--- src/rtl/uart_pkg.sv ---
// Shared definitions for the UART Avalon-MM controller: register map,
// STATUS bit positions and CTRL field layout.
package uart_pkg;

   localparam logic [1:0] UART_ADDR_RXDATA = 2'd0;
   localparam logic [1:0] UART_ADDR_TXDATA = 2'd1;
   localparam logic [1:0] UART_ADDR_STATUS = 2'd2;
   localparam logic [1:0] UART_ADDR_CTRL   = 2'd3;

   localparam int UART_ST_RX_FULL  = 0;
   localparam int UART_ST_TX_EMPTY = 1;
   localparam int UART_ST_RX_OVR   = 2;
   localparam int UART_ST_TX_DROP  = 3;

   localparam int UART_DIV_W       = 16;
   localparam int UART_CTRL_RX_IE  = 16;
   localparam int UART_CTRL_TX_IE  = 17;

endpackage

--- src/rtl/uart_baud_gen.sv ---
// 16x oversample tick generator: reloadable down-counter, registered
// one-cycle tick every DIV+1 clocks.
module uart_baud_gen
   import uart_pkg::*;
#(
   parameter logic [UART_DIV_W-1:0] DEFAULT_DIV = 16'd26
) (
   input  logic                  clk,
   input  logic                  reset_n,
   input  logic [UART_DIV_W-1:0] div_i,
   input  logic                  reload_i,
   output logic                  tick_o
);

   logic [UART_DIV_W-1:0] cnt_q;
   logic                  tick_q;

   // A reload restarts the period and swallows any tick due this cycle.
   always_ff @(posedge clk or negedge reset_n) begin
      if (!reset_n) begin
         cnt_q  <= DEFAULT_DIV;
         tick_q <= 1'b0;
      end else if (reload_i) begin
         cnt_q  <= div_i;
         tick_q <= 1'b0;
      end else if (cnt_q == '0) begin
         cnt_q  <= div_i;
         tick_q <= 1'b1;
      end else begin
         cnt_q  <= cnt_q - 1'b1;
         tick_q <= 1'b0;
      end
   end

   assign tick_o = tick_q;

endmodule

--- src/rtl/uart_avmm_ctrl.sv ---
// Avalon-MM register front end and TX/RX byte buffering for uart_core.
// Optional interrupt output enabled by defining UART_CTRL_IRQ_EN.
module uart_avmm_ctrl
   import uart_pkg::*;
#(
   parameter logic [UART_DIV_W-1:0] DEFAULT_DIV = 16'd26
) (
   input  logic        clk,
   input  logic        reset_n,
`ifdef UART_CTRL_IRQ_EN
   output logic        irq,
`endif
   input  logic [1:0]  avs_address,
   input  logic        avs_read,
   input  logic        avs_write,
   input  logic [31:0] avs_writedata,
   output logic [31:0] avs_readdata,
   output logic        core_tx_valid,
   input  logic        core_tx_ready,
   output logic [7:0]  core_tx_data,
   input  logic        core_rx_valid,
   input  logic [7:0]  core_rx_data,
   output logic        baud_tick
);

   logic [7:0]            rx_hold_q, rx_hold_d;
   logic                  rx_full_q, rx_full_d;
   logic                  rx_ovr_q, rx_ovr_d;
   logic [7:0]            tx_hold_q, tx_hold_d;
   logic                  tx_full_q, tx_full_d;
   logic                  tx_drop_q, tx_drop_d;
   logic [UART_DIV_W-1:0] div_q, div_d;
   logic [31:0]           rdata_q, rdata_d;
   logic                  rx_ie_q, rx_ie_d;
   logic                  tx_ie_q, tx_ie_d;

   logic rd_rx, wr_tx, wr_st, wr_ctrl, tx_hs;

   assign rd_rx   = avs_read  && (avs_address == UART_ADDR_RXDATA);
   assign wr_tx   = avs_write && (avs_address == UART_ADDR_TXDATA);
   assign wr_st   = avs_write && (avs_address == UART_ADDR_STATUS);
   assign wr_ctrl = avs_write && (avs_address == UART_ADDR_CTRL);
   assign tx_hs   = tx_full_q && core_tx_ready;

   always_comb begin
      rx_hold_d = rx_hold_q;
      rx_full_d = rx_full_q;
      rx_ovr_d  = rx_ovr_q;
      tx_hold_d = tx_hold_q;
      tx_full_d = tx_full_q;
      tx_drop_d = tx_drop_q;
      div_d     = div_q;
      rdata_d   = rdata_q;
      rx_ie_d   = rx_ie_q;
      tx_ie_d   = tx_ie_q;

      // Readback is built from current state, so same-cycle writes are unseen.
      if (avs_read) begin
         unique case (avs_address)
            UART_ADDR_RXDATA: rdata_d = {24'b0, rx_hold_q};
            UART_ADDR_TXDATA: rdata_d = '0;
            UART_ADDR_STATUS: rdata_d = {28'b0, tx_drop_q, rx_ovr_q,
                                         !tx_full_q, rx_full_q};
            UART_ADDR_CTRL:   rdata_d = {14'b0, tx_ie_q, rx_ie_q, div_q};
         endcase
      end

      if (wr_st) begin
         if (avs_writedata[UART_ST_RX_OVR])  rx_ovr_d  = 1'b0;
         if (avs_writedata[UART_ST_TX_DROP]) tx_drop_d = 1'b0;
      end

      if (tx_hs) tx_full_d = 1'b0;
      if (wr_tx) begin
         if (!tx_full_q || tx_hs) begin
            tx_hold_d = avs_writedata[7:0];
            tx_full_d = 1'b1;
         end else begin
            tx_drop_d = 1'b1;
         end
      end

      // A read that drains the buffer makes room for a coincident byte.
      if (rd_rx) rx_full_d = 1'b0;
      if (core_rx_valid) begin
         if (!rx_full_q || rd_rx) begin
            rx_hold_d = core_rx_data;
            rx_full_d = 1'b1;
         end else begin
            rx_ovr_d  = 1'b1;
         end
      end

      if (wr_ctrl) begin
         div_d = avs_writedata[UART_DIV_W-1:0];
`ifdef UART_CTRL_IRQ_EN
         rx_ie_d = avs_writedata[UART_CTRL_RX_IE];
         tx_ie_d = avs_writedata[UART_CTRL_TX_IE];
`endif
      end
   end

   always_ff @(posedge clk or negedge reset_n) begin
      if (!reset_n) begin
         rx_hold_q <= '0;
         rx_full_q <= 1'b0;
         rx_ovr_q  <= 1'b0;
         tx_hold_q <= '0;
         tx_full_q <= 1'b0;
         tx_drop_q <= 1'b0;
         div_q     <= DEFAULT_DIV;
         rdata_q   <= '0;
         rx_ie_q   <= 1'b0;
         tx_ie_q   <= 1'b0;
      end else begin
         rx_hold_q <= rx_hold_d;
         rx_full_q <= rx_full_d;
         rx_ovr_q  <= rx_ovr_d;
         tx_hold_q <= tx_hold_d;
         tx_full_q <= tx_full_d;
         tx_drop_q <= tx_drop_d;
         div_q     <= div_d;
         rdata_q   <= rdata_d;
         rx_ie_q   <= rx_ie_d;
         tx_ie_q   <= tx_ie_d;
      end
   end

`ifdef UART_CTRL_IRQ_EN
   logic irq_q;
   logic unused_wd;
   assign unused_wd = ^avs_writedata[31:18];

   always_ff @(posedge clk or negedge reset_n) begin
      if (!reset_n) irq_q <= 1'b0;
      else          irq_q <= (rx_full_q & rx_ie_q) | (!tx_full_q & tx_ie_q);
   end

   assign irq = irq_q;
`else
   logic unused_wd;
   assign unused_wd = ^{avs_writedata[31:16], rx_ie_d, tx_ie_d};
`endif

   uart_baud_gen #(
      .DEFAULT_DIV (DEFAULT_DIV)
   ) u_baud (
      .clk      (clk),
      .reset_n  (reset_n),
      .div_i    (div_d),
      .reload_i (wr_ctrl),
      .tick_o   (baud_tick)
   );

   assign avs_readdata  = rdata_q;
   assign core_tx_valid = tx_full_q;
   assign core_tx_data  = tx_hold_q;

endmodule

--- config.mk ---
export PLATFORM = sky130hd
export DESIGN_NAME = uart_avmm_ctrl
export DESIGN_NICKNAME = d
export VERILOG_FILES = /design/src/rtl/uart_pkg.sv /design/src/rtl/uart_baud_gen.sv /design/src/rtl/uart_avmm_ctrl.sv
export SDC_FILE = /design/constraint.sdc
export NUM_CORES = 1
export LEC_CHECK = 0
export CORE_MARGIN = 8
export CORE_UTILIZATION = 52
export CTS_CLUSTER_DIAMETER = 30
export CTS_CLUSTER_SIZE = 24
export DETAILED_ROUTE_END_ITERATION = 8
export GPL_TIMING_DRIVEN = 0
export PLACE_DENSITY = 0.87
export SLEW_MARGIN = 10
export SYNTH_ARGS = -nofsm -noshare
export SYNTH_HDL_FRONTEND = slang
export SYNTH_HIERARCHICAL = 1
export SYNTH_SLANG_ARGS = --single-unit
--- constraint.sdc ---
create_clock -name clk -period 4.7 [get_ports clk]
set_input_delay 0.47 -clock clk [delete_from_list [all_inputs] [get_ports clk]]
set_output_delay 0.47 -clock clk [all_outputs]
set_load 0.02 [all_outputs]
==> results of run 1 <==
[final cells by class]
class | count | area [um^2] | share of cell area
flip-flops and latches | 69 | 1730 | 0.415
clock inverters | 4 | 25.0 | 0.00599
inverters | 13 | 48.8 | 0.0117
well taps | 77 | 96.3 | 0.0231
multi-input cells | 184 | 1340 | 0.320
repair buffers | 57 | 586 | 0.140
clock buffers | 12 | 145 | 0.0347
plain buffers | 28 | 204 | 0.0488
[worst max-delay path: stages]
cell and delay, ns:
clkdlybuf4s50_1 0.42, and2_4 0.16, buf_6 0.13, nand2_4 0.12, buf_6 0.19, inv_1 0.09, a41oi_2 0.26, clkbuf_1 0.43
nor2_1 0.08, a21oi_1 0.15
[final timing paths]
kind	start	end	slack, ns	cells after the start
max	avs_address[1]	u_baud/cnt_q[10]$_DFF_PN0_	2.45	10
min	avs_address[0]	tx_drop_q$_DFF_PN0_	0.47	3
max reg2reg	u_baud/cnt_q[0]$_DFF_PN0_	u_baud/cnt_q[9]$_DFF_PN0_	2.65	7
min reg2reg	core_tx_data[0]$_DFFE_PN0P_	core_tx_data[0]$_DFFE_PN0P_	0.51	1
max in group asynchronous	reset_n	u_baud/cnt_q[3]$_DFF_PN1_	3.66	3
min in group asynchronous	reset_n	core_tx_data[6]$_DFFE_PN0P_	0.49	2
[cells in the mapped netlist, types with 2 or more instances]
| library cell | n | area [um^2] |
|---|---|---|
| ha_1 | 2 | 25.0 |
| inv_1 | 13 | 48.8 |
| nand3_1 | 11 | 55.1 |
| nand4b_1 | 2 | 17.5 |
| nor2_4 | 2 | 22.5 |
| mux2_4 | 9 | 135 |
| a31oi_1 | 2 | 12.5 |
| nor4_2 | 2 | 25.0 |
| nand3b_1 | 2 | 15.0 |
| buf_6 | 4 | 45.0 |
| buf_1 | 2 | 7.51 |
| xnor2_1 | 3 | 26.3 |
| nor3_1 | 2 | 10.0 |
| a2bb2oi_1 | 3 | 26.3 |
| nor2_1 | 28 | 105 |
| nand2b_1 | 3 | 18.8 |
| mux2i_1 | 4 | 40.0 |
| a21oi_1 | 22 | 110 |
| clkbuf_1 | 3 | 11.3 |
| dfstp_2 | 6 | 158 |
| mux2_2 | 24 | 270 |
| nand2_1 | 5 | 18.8 |
| o21ai_0 | 8 | 40.0 |
| nand4_1 | 4 | 25.0 |
| a22oi_1 | 4 | 30.0 |
| nor2b_1 | 2 | 12.5 |
| dfrtp_1 | 63 | 1580 |
| xor2_1 | 11 | 96.3 |
| buf_4 | 18 | 135 |
[registers in the layout (all words and copies together), names as in the netlist]
signal         cells
rx_ovr_q           1
core_tx_data       8
div_q             16
core_tx_valid      1
avs_readdata      16
u_baud/tick_o      1
rx_hold_q          8
tx_drop_q          1
u_baud/cnt_q      16
rx_full_q          1
[per-layer routing]
| metal | share of wire | up-vias |
|---|---|---|
| met5 | 0 | - |
| met4 | 0.020 | 0 |
| met3 | 0.083 | 14 |
| met2 | 0.48 | 82 |
| met1 | 0.42 | 1151 |
| li1 | - | 1098 |
[what timing repair did]
action / in CTS / in global routing
hold buffers: 1 / 0
endpoints found under the hold margin: 6 / 0
buffers inserted: 0 / 0
[power by group through the flow]
stage	Sequential (mW)	Clock [mW]	Combinational (mW)
after floorplan	0.866	0	0.245
final	0.847	0.421	0.438
after CTS	0.845	0.428	0.441
after detailed placement	0.854	0	0.435
after global placement	0.846	0	0.416
after global routing	0.862	0.454	0.479
[kinds of logic (layout without fill, tap and decap cells)]
family,after synthesis,count (layout),share of synthesized area
AOI/OAI and AO/OA,44,44,0.0857
xor gates and xnor gates,14,14,0.0375
adders and majority gates,2,2,0.00765
buffers and inverters,41,114,0.0773
DFF,69,69,0.530
muxes,37,37,0.136
other,1,16,0.00115
and+or+nand+nor,71,71,0.124
[metrics by stage]
step / power (mW) / setup WS, ns / instances / cell area [um^2] / hold slack, ns
3_5_place_dp: 1.29 / 2.13 / 427 / 4000 / 0.298
3_3_place_gp: 1.26 / 0.956 / 426 / 3970 / 0.478
2_1_floorplan: 1.11 / 2.76 / 294 / 3330 / 0.174
5_1_grt: 1.79 / 2.28 / 444 / 4180 / 0.469
6_report: 1.71 / 2.45 / 444 / 4180 / 0.470
4_1_cts: 1.71 / 2.45 / 444 / 4180 / 0.443
==> reports/summary.md, run 1 <==
TritonCTS built the clock tree. The worst hold path belongs to the class primary input to flip-flop. STA classifies the critical path endpoint as a flip-flop. The via count of the first global-routing pass is 2416, and the part of the total power dissipated in the clock network is 0.247. Post-DP HPWL: 5.50 mm. In this run the horizontal extent of the chip is 95.3 um.

The top fanout value on the critical path is 10, and the total CTS buffers is 9. The mapped netlist covers 3270 um^2. The logs give 0.272 for the met2 global-route usage and 7.42 mm for the post-detailed-routing wire length. The congestion estimate from routability-driven global placement came to 0.811.

The run gives 0 as the hold violation total from the final report. The count of mapped cells out of synthesis was 279. The run gives 2345 as the via total after detailed routing. In this run the standard cell core region covers 6200 um^2. A synthesized cell averages 11.7 um^2.

Setup violations remaining at the end of the flow were counted as 0. For the achievable clock frequency, the log shows 0.444 GHz. The number of rows in the core area was 29; the vias per cell was 5.28.

For the number of max-slew violations in the final report, the log shows 0. The area growth from synthesis to layout is 27.8%. Final standard cell utilization of the core: 0.673.

Setup repair after global routing left no endpoint under its margin. The clock drives 69 sinks. No sink is reached through more buffers than the 2 on the longest clock path.

The worst path in the final design needs a cycle of 2.25 ns, including I/O delays and setup. The starting density of the core is 0.527. The actual slew at the worst max-slew pin is 0.882 ns. The detail route stage leaves a number of antenna-violating nets equal to 0. Across the run, the number of max-cap violations was 0.

The share of async-settable or async-resettable flops after synthesis is 1.00, and the internal power component is 1.17 mW. For the part of the Yosys area used for sequential elements, the log shows 0.530. The leakage power total was 1.80 nW; the number of violations reported at the end of detailed-routing iteration 0 was 140. Between clock sinks in the finished design, the worst skew comes to 0.00774 ns. The post-CTS clock slew at the launch and capture registers of the worst setup and hold paths works out to 0.07 ns. Entering global routing, the biggest net connects 64 pins. Port buffering added 55 buffers.

Data arrives at the worst endpoint at 2.51 ns. In this run, synthesis inferred 0 flip-flops with an integrated enable. The worst setup path is launched from a primary input. The dominant register cell in the synthesized netlist was dfrtp_1. The number of antenna diodes was 0. The run gives 0 as the aggregate global routing overflow. The floorplan step defined a die boundary enclosing 9080 um^2.

The synthesized design contains 69 register bits. The switching part of the total power came out at 0.316. The net count of the finished layout is 412.

After clock tree synthesis, the repair step resized 0 gates. Leaving out fill and tap cells, the most frequent cells in the layout are 63 x dfrtp_1, 54 x clkdlybuf4s50_1, 28 x nor2_1. The die extent in y is 95.3 um, and the total of warnings raised by yosys is 6.

CTS H-tree depth: 3. The run gives 0.272 mV as the worst-case vdd ir drop. The power spent charging and discharging nets was 0.540 mW; the total routing usage reported by global routing was 0.173.

For the remaining max-slew budget at the tightest pin, the log shows 0.411. In the final timing run, aggregate negative setup slack is 0 ns. The root buffer cell chosen for the clock tree is clkbuf_8. At the later pin of the worst-skew pair, clock insertion delay measures 0.34 ns.

After filler insertion, the fill cell instance count of the layout stands at 459. The setup path with the least slack is of type primary input to flip-flop. The first detailed-routing pass ran for 4 iterations. After global routing, the most crowded layer is met2. Met3 track demand over resource in global routing: 0.0535. Most frequent standard cell in the layout excluding fill and tap cells: dfrtp_1. Data on the critical path is required at its endpoint by 4.96 ns. The initial antenna violation count is 0, and the I/O pin count is 90.

The fraction of power consumed by sequential logic was 0.496. The met1 track demand over resource is 0.218, and the combinational share of power is 0.257. Power spread over the standard cell area amounts to 409 nW/um^2.

For the count of unique library cells instantiated by Yosys, the log shows 44. The share of the clock period used by the worst path was 0.479. The tools report the number of design rule violations left after detail routing as 0.

The fraction of layout instances using a drive strength above 1 is 0.243. The run finished with clean final reports. The first global-routing pass estimated 12.0 mm of wire. The per-cell routed wire length is 16.7 um.
(Power assumes the default switching activity.)
==> run 2, diff against run 1 <==
CORE_UTILIZATION = 48   (was 52)
PLACE_DENSITY = 0.81   (was 0.87)
clock period = 2.3 ns   (was 4.7 ns; I/O delays follow)
==> reports/summary.md, run 2 (synthesis gave the netlist of run 1 again) <==
The number of setup violations in the final report came out at 0 (unchanged). TritonCTS built the clock tree. Post-CTS clock slew at the launch and capture registers of the worst setup and hold paths: 0.07 ns (about the same). For the data arrival time of the critical path, the log shows 2.24 ns (-0.27 ns). The worst setup path is of the primary input to flip-flop kind.

The startpoint identified for the worst hold timing path is avs_address[0]. Aggregate global routing overflow: 0 (unchanged). The kind of cell with the highest combined delay along the critical path is buffers and inverters. For the number of maximum-capacitance constraint violations, the log shows 0 (unchanged). The final standard cell utilization of the core is 0.637 (-0.0359). The flow ran to the end, and the final reports show no timing, DRC or antenna violations. The number of buffers between clock root and the deepest sink is 2 (unchanged), and the required time reported for the critical path endpoint is 2.57 ns (-2.39 ns). Worst reg2reg path depth: 7 (unchanged). The tools report the total power as 3.83 mW (+120%).

The actual slew at the worst max-slew pin is 0.835 ns (-0.0471 ns). The remaining max-slew budget at the tightest pin came out at 0.442 (+0.0315). The last weighted congestion value of the routability-driven placer was 0.810 (-0.14%). The CTS H-tree depth is 3 (unchanged). The path class of the tightest hold or removal check is primary input to flip-flop. The run gives 0 (unchanged) as the initial antenna violation count. Setup repair after global routing left no endpoint under its margin.

For the total routing usage reported by global routing, the log shows 0.158 (-0.0148). The number of violations reported at the end of detailed-routing iteration 0 is 106 (-24%), and the die extent in y is 98.5 um (+3.4%). For the flop-to-flop setup slack, the log shows 0.33 ns (-2.32 ns). For this design, the slowest cell found on the critical path is clkbuf_1. The logs give 0.35 ns (about the same) for the clock latency at the later pin of the worst-skew pair and 0 (unchanged) for the number of antenna diodes.

Leaving out fill and tap cells, the most frequent cells in the layout are 63 x dfrtp_1, 54 x clkdlybuf4s50_1, 28 x nor2_1. The run gives 0.222 ns (-0.248 ns) as the final hold slack. The leakage power total is 1.84 nW (+2.1%), and the post-detailed-routing wire length is 7.27 mm (-2.1%). The routed design could run at a clock period as short as 1.97 ns. The total power divided by cell area was 900 nW/um^2 (+120%).

The type of origin of the critical path is a primary input. For the number of design rule violations left after detail routing, the log shows 0 (unchanged). Traced cell by cell, the critical path runs through clkdlybuf4s50_1, and2_4, buf_6, nand2_4, buf_6, inv_1, a41oi_2, clkbuf_1, nor2_1, a21oi_1.

The cell depth of the worst hold path was 3 (unchanged); the stage delay of the slowest cell on the critical path was 0.43 ns (about the same). Launch instance of the worst register-to-register path: u_baud/cnt_q[0]$_DFF_PN0_. The tools report the worst setup skew after layout as 0.00928 ns (+0.00153 ns). Buffering stage count on the worst path with inverters included: 5 (unchanged).

For this run, the top clock speed supported by timing is 0.507 GHz. The tree is rooted in a clkbuf_8. The total clock sinks came out at 69 (unchanged). Leaving out fill and tap cells, the most frequent cell in the layout is dfrtp_1.

The tools report the kind of capture point of the worst setup path as a flip-flop. The tools report the via total after detailed routing as 2292 (-2.3%). The number of nets in the layout is 412 (unchanged), and the count of buffers inserted at the top-level ports is 55 (unchanged). The run gives 30 (+3.4%) as the number of rows in the core area. For the die outline area, the log shows 9710 um^2 (+6.9%). For the number of nets with antenna violations after detailed routing, the log shows 0 (unchanged). The horizontal die dimension works out to 98.5 um (+3.4%). The hold violation total from the final report was 0 (unchanged).

Number of buffers inserted to repair setup after CTS: 0 (unchanged). The worst-case vdd ir drop was 0.664 mV (+140%). The end point of the most critical hold path was tx_drop_q$_DFF_PN0_. The tools report the wire length of the first global-routing pass as 12.2 mm (+1.8%). The relative area change from synthesis to final layout is 30.3%, and the I/O pin count is 90 (unchanged). The top fanout value on the critical path is 10 (unchanged), and the share of the clock period used by the worst path is 0.857. The tools report the pin count of the biggest net entering global routing as 63 (-1.6%). Fraction of layout instances using a drive strength above 1: 0.245 (+0.00272). The via count of the first global-routing pass is 2462 (+1.9%), and the core outline area is 6680 um^2 (+7.7%). The number of max-slew violations in the final report is 0 (unchanged), and the per-cell routed wire length is 16.3 um (-2.7%). The tools report the first-pass detailed-route iteration total as 4 (unchanged).

The total CTS buffers came out at 9 (unchanged). The cell with the most instances on the worst path is buf_6. In this run the critical register-to-register path is captured at u_baud/cnt_q[9]$_DFF_PN0_.

The starting density of the core was 0.489 (-0.0376); the post-DP HPWL was 5.33 mm (-3.1%). Vias per cell: 5.13 (-2.9%).
==> run 2: changes by cell type in the layout (fill, tap and decap cells not counted) <==
| cell | before | now |
|---|---|---|
| clkbuf_1 | 5 | 4 |
| inv_6 | 0 | 1 |
| clkinv_2 | 2 | 0 |
| clkinvlp_4 | 2 | 1 |
| bufinv_16 | 0 | 3 |
==> run 2: layout make-up <==
cell class                      instances  area, um^2
Buffer                                 28         204
Clock buffer                           11         141
Clock inverter                          5         106
Fill cell                             531        2420
Inverter                               13        48.8
Multi-Input combinational cell        184        1340
Sequential cell                        69        1730
Tap cell                               80         100
Timing Repair Buffer                   57         586
==> run 2: through the flow <==
step | area [um^2] | setup slack, ns | std cells | setup TNS, ns
2_1_floorplan | 3330 | 0.596 | 294 | 0
3_3_place_gp | 3980 | -1.20 | 429 | -78.12
3_5_place_dp | 4000 | -0.0243 | 430 | -0.0382
4_1_cts | 4260 | 0.338 | 447 | 0
5_1_grt | 4260 | 0.0877 | 447 | 0
6_report | 4260 | 0.328 | 447 | 0
==> run 2: layer usage <==
metal	global-route usage	vias to the layer above	routed length [um]
met5	0	-	0
met4	0.0567	0	89
met3	0.0599	5	488
met2	0.253	73	3580
met1	0.191	1125	3110
li1	-	1089	-
==> run 2: report_power, final <==
part / switching (mW) / internal [mW] / total, mW / leakage, nW
sequential: 0.232 / 1.50 / 1.73 / 0.812
clock: 0.461 / 0.754 / 1.21 / 0.120
combinational: 0.419 / 0.470 / 0.889 / 0.910
==> run 2: how the worst max path moves through the flow <==
stage / from / end / slack [ns] / cells past startpoint
2_1_floorplan: avs_address[0] / u_baud/cnt_q[11]$_DFF_PN0_ / 0.60 / 10
3_3_place_gp: reset_n / avs_readdata[10]$_DFFE_PN0P_ / -1.20 / 1
3_5_place_dp: avs_address[1] / u_baud/cnt_q[9]$_DFF_PN0_ / -0.02 / 10
4_1_cts: u_baud/cnt_q[0]$_DFF_PN0_ / u_baud/cnt_q[12]$_DFF_PN0_ / 0.34 / 6
5_1_grt: u_baud/cnt_q[0]$_DFF_PN0_ / u_baud/cnt_q[9]$_DFF_PN0_ / 0.09 / 7
6_report: avs_address[1] / u_baud/cnt_q[9]$_DFF_PN0_ / 0.33 / 10
==> run 2: timing repair <==
action / CTS / global route
gates resized for setup: 0 / 0
hold buffers: 1 / 0
hold endpoints to repair: 63 / 0
==> run 2: worst reg2reg max path, stage by stage, from the launching register on <==
cell and delay (ns):
dfrtp_1 0.40, inv_1 0.10, ha_1 0.15, nor4b_1 0.45, a41oi_2 0.24, clkbuf_1 0.30
nor2_1 0.17, a21oi_1 0.06
==> run 3, diff against run 2 <==
CAP_MARGIN = 40   (was not set)
PLACE_DENSITY = 0.8   (was 0.81)
==> reports/summary.md, run 3 (synthesis gave the netlist of run 1 again) <==
The flow ran to the end, and the final reports show no timing, DRC or antenna violations. The number of fillers in the final layout came out at 519 (-2.3%). The total clock sinks was 69 (unchanged). The tools report the power spent charging and discharging nets as 1.13 mW (+1.6%).

The last weighted congestion value of the routability-driven placer is 0.811 (about the same), and the horizontal die dimension is 98.5 um (unchanged). The library cells used most frequently in the layout, excluding fill and tap cells, are 63 x dfrtp_1, 54 x clkdlybuf4s50_1, 28 x nor2_1. For the number of rows in the core area, the log shows 30 (unchanged). The run gives 2283 (-0.39%) as the via total after detailed routing. For the remaining max-slew budget at the tightest pin, the log shows 0.434 (-0.00783).

The tools report the type of origin of the critical path as a flip-flop. The fraction of power consumed by sequential logic was 0.480 (+0.029). The relative area change from synthesis to final layout was 28.8%; the cell depth of the worst hold path was 3 (unchanged).

The number of max-slew violations in the final report was 0 (unchanged). The count of buffers inserted at the top-level ports came out at 55 (unchanged). The tools report the achievable clock frequency as 0.502 GHz (-0.94%). The via count of the first global-routing pass came out at 2397 (-2.6%).

The number of nets in the layout was 412 (unchanged); the clock latency at the later pin of the worst-skew pair was 0.36 ns (about the same). The switching part of the total power works out to 0.314 (+0.0240). For the final hold slack, the log shows 0.204 ns (-0.0180 ns). Setup repair after global routing left no endpoint under its margin. The library cell used most frequently in the layout, excluding fill and tap cells, is dfrtp_1. The initial antenna violation count was 0 (unchanged).

The run gives 90 (unchanged) as the I/O pin count. The area of the multi-input gates was 1340 um^2 (unchanged). The vias per cell is 5.11 (-0.39%), and the number of violations reported at the end of detailed-routing iteration 0 is 132 (+25%). The number of maximum-capacitance constraint violations was 0 (unchanged); the worst setup slack before clock tree synthesis was -0.0299 ns (-0.00566 ns). The number of setup violations in the final report is 0 (unchanged), and the post-detailed-routing wire length is 7.17 mm (-1.4%). The tools report the combinational share of power as 0.245 (+0.013). The worst setup path is captured at a flip-flop.

The clock period minus final worst setup slack was 1.99 ns (+0.0188 ns). The logs give 0 (unchanged) for the number of antenna diodes and 9710 um^2 (unchanged) for the die outline area. The tools report the post-layout worst setup margin as 0.310 ns (-0.0188 ns). The number of nets with antenna violations after detailed routing is 0 (unchanged), and the number of buffers inserted to repair setup after CTS is 0 (unchanged). The run gives 5.30 mm (-0.61%) as the post-DP HPWL. The run gives 64 (+1.6%) as the pin count of the biggest net entering global routing. Total CTS buffers: 9 (unchanged). For the part of the total power dissipated in the clock network, the log shows 0.275 (-0.042). The total of cells resized after clock tree synthesis came out at 0 (unchanged). Data arrival time of the critical path: 2.23 ns (about the same). The actual slew at the worst max-slew pin was 0.847 ns (+0.0117 ns); the total routing usage reported by global routing was 0.158 (-0.000276). The logs give 2 (unchanged) for the number of buffers between clock root and the deepest sink and 1730 um^2 (unchanged) for the area taken by flip-flops and latches. The logs give 6680 um^2 (unchanged) for the core outline area and 0.489 (unchanged) for the starting density of the core. The hold violation total from the final report was 0 (unchanged).

TritonCTS built the clock tree. For the first-pass detailed-route iteration total, the log shows 4 (unchanged). The die extent in y works out to 98.5 um (unchanged).

The wire length of the first global-routing pass was 12.0 mm (-1.7%). The final standard cell utilization of the core came out at 0.630 (-0.00730). The number of design rule violations left after detail routing was 0 (unchanged). The tools report the internal power component as 2.47 mW (-9.3%). The required time reported for the critical path endpoint is 2.54 ns (-0.03 ns). The worst reg2reg path depth came out at 7 (unchanged).

The post-CTS clock slew at the launch and capture registers of the worst setup and hold paths works out to 0.08 ns (about the same). The critical path in this run is classified as flip-flop to flip-flop. The share of the clock period used by the worst path works out to 0.865 (+0.00816).

For the worst setup skew after layout, the log shows 0.00629 ns (-0.00298 ns). The tools report the worst-case vdd ir drop as 0.464 mV (-30%). The path class of the lowest-slack min-delay path was primary input to flip-flop. Fraction of layout instances using a drive strength above 1: 0.248 (+0.00272). The aggregate global routing overflow is 0 (unchanged). Top fanout value on the critical path: 10 (unchanged). The leakage power total is 1.81 nW (-1.5%), and the per-cell routed wire length is 16.0 um (-1.4%). The flop-to-flop setup slack is 0.31 ns (-0.02 ns), and the total power divided by cell area is 854 nW/um^2 (-5.0%). Clock tree synthesis selected as its root buffer the cell clkbuf_8.

For the CTS H-tree depth, the log shows 3 (unchanged).
-- run 3: cell types whose count changed in the layout (fill, tap and decap cells not counted) --
| cell | previous run | this run |
|---|---|---|
| clkbuf_1 | 4 | 3 |
| clkinv_4 | 0 | 1 |
| clkinvlp_4 | 1 | 3 |
| clkbuf_8 | 10 | 9 |
| bufinv_16 | 3 | 1 |
| clkinv_2 | 0 | 1 |
-- run 3: cell type report --
cell class                      instances  share of cell area
Buffer                                 28              0.0484
Clock inverter                          7              0.0178
Sequential cell                        69               0.412
Inverter                               13              0.0116
Clock buffer                            9              0.0294
Multi-Input combinational cell        184               0.318
Tap cell                               80              0.0238
Timing Repair Buffer                   57               0.139
-- run 3: power by group through the flow --
stage | combinational (mW) | clock (mW) | sequential (mW)
global route | 0.965 | 1.06 | 1.76
CTS | 0.888 | 1.01 | 1.73
global placement | 0.851 | 0 | 1.73
detailed placement | 0.879 | 0 | 1.74
finish | 0.881 | 0.989 | 1.73
floorplan | 0.501 | 0 | 1.77
-- run 3: final timing paths --
path | start | to
hold reg to reg | rx_hold_q[5]$_DFFE_PN0P_ | rx_hold_q[5]$_DFFE_PN0P_
max in group asynchronous | reset_n | u_baud/cnt_q[1]$_DFF_PN1_
min in group asynchronous | reset_n | core_tx_data[3]$_DFFE_PN0P_
setup / recovery | u_baud/cnt_q[0]$_DFF_PN0_ | u_baud/cnt_q[11]$_DFF_PN0_
setup reg to reg | u_baud/cnt_q[0]$_DFF_PN0_ | u_baud/cnt_q[11]$_DFF_PN0_
hold / removal | avs_address[0] | tx_drop_q$_DFF_PN0_
-- run 3: worst max-delay path, stage by stage, from the launching register on --
cell and delay [ns]:
dfrtp_1 0.40, inv_1 0.11, ha_1 0.15, nor4b_1 0.47
a41oi_2 0.25, clkbuf_1 0.29, nor2_1 0.15, a21oi_1 0.06
-- run 3: per-stage QoR --
stage	setup TNS [ns]	area (um^2)	power, mW	instances
after floorplan	0	3330	2.27	294
after global placement	-80.66	3980	2.58	429
after detailed placement	-0.0616	4000	2.62	430
after CTS	0	4210	3.63	447
after global routing	0	4210	3.78	447
final	0	4210	3.60	447
-- run 3: layer usage --
layer / vias up / global-route usage / wire [um]
met3: 13 / 0.0500 / 588
met5: - / 0 / 0
met2: 80 / 0.247 / 3400
met4: 0 / 0.0850 / 159
li1: 1097 / - / -
met1: 1093 / 0.191 / 3020
-- run 3: what timing repair did --
action                                 CTS  global route
hold buffers                             1             0
setup endpoints to repair                0             0
endpoints found under the hold margin   63             0
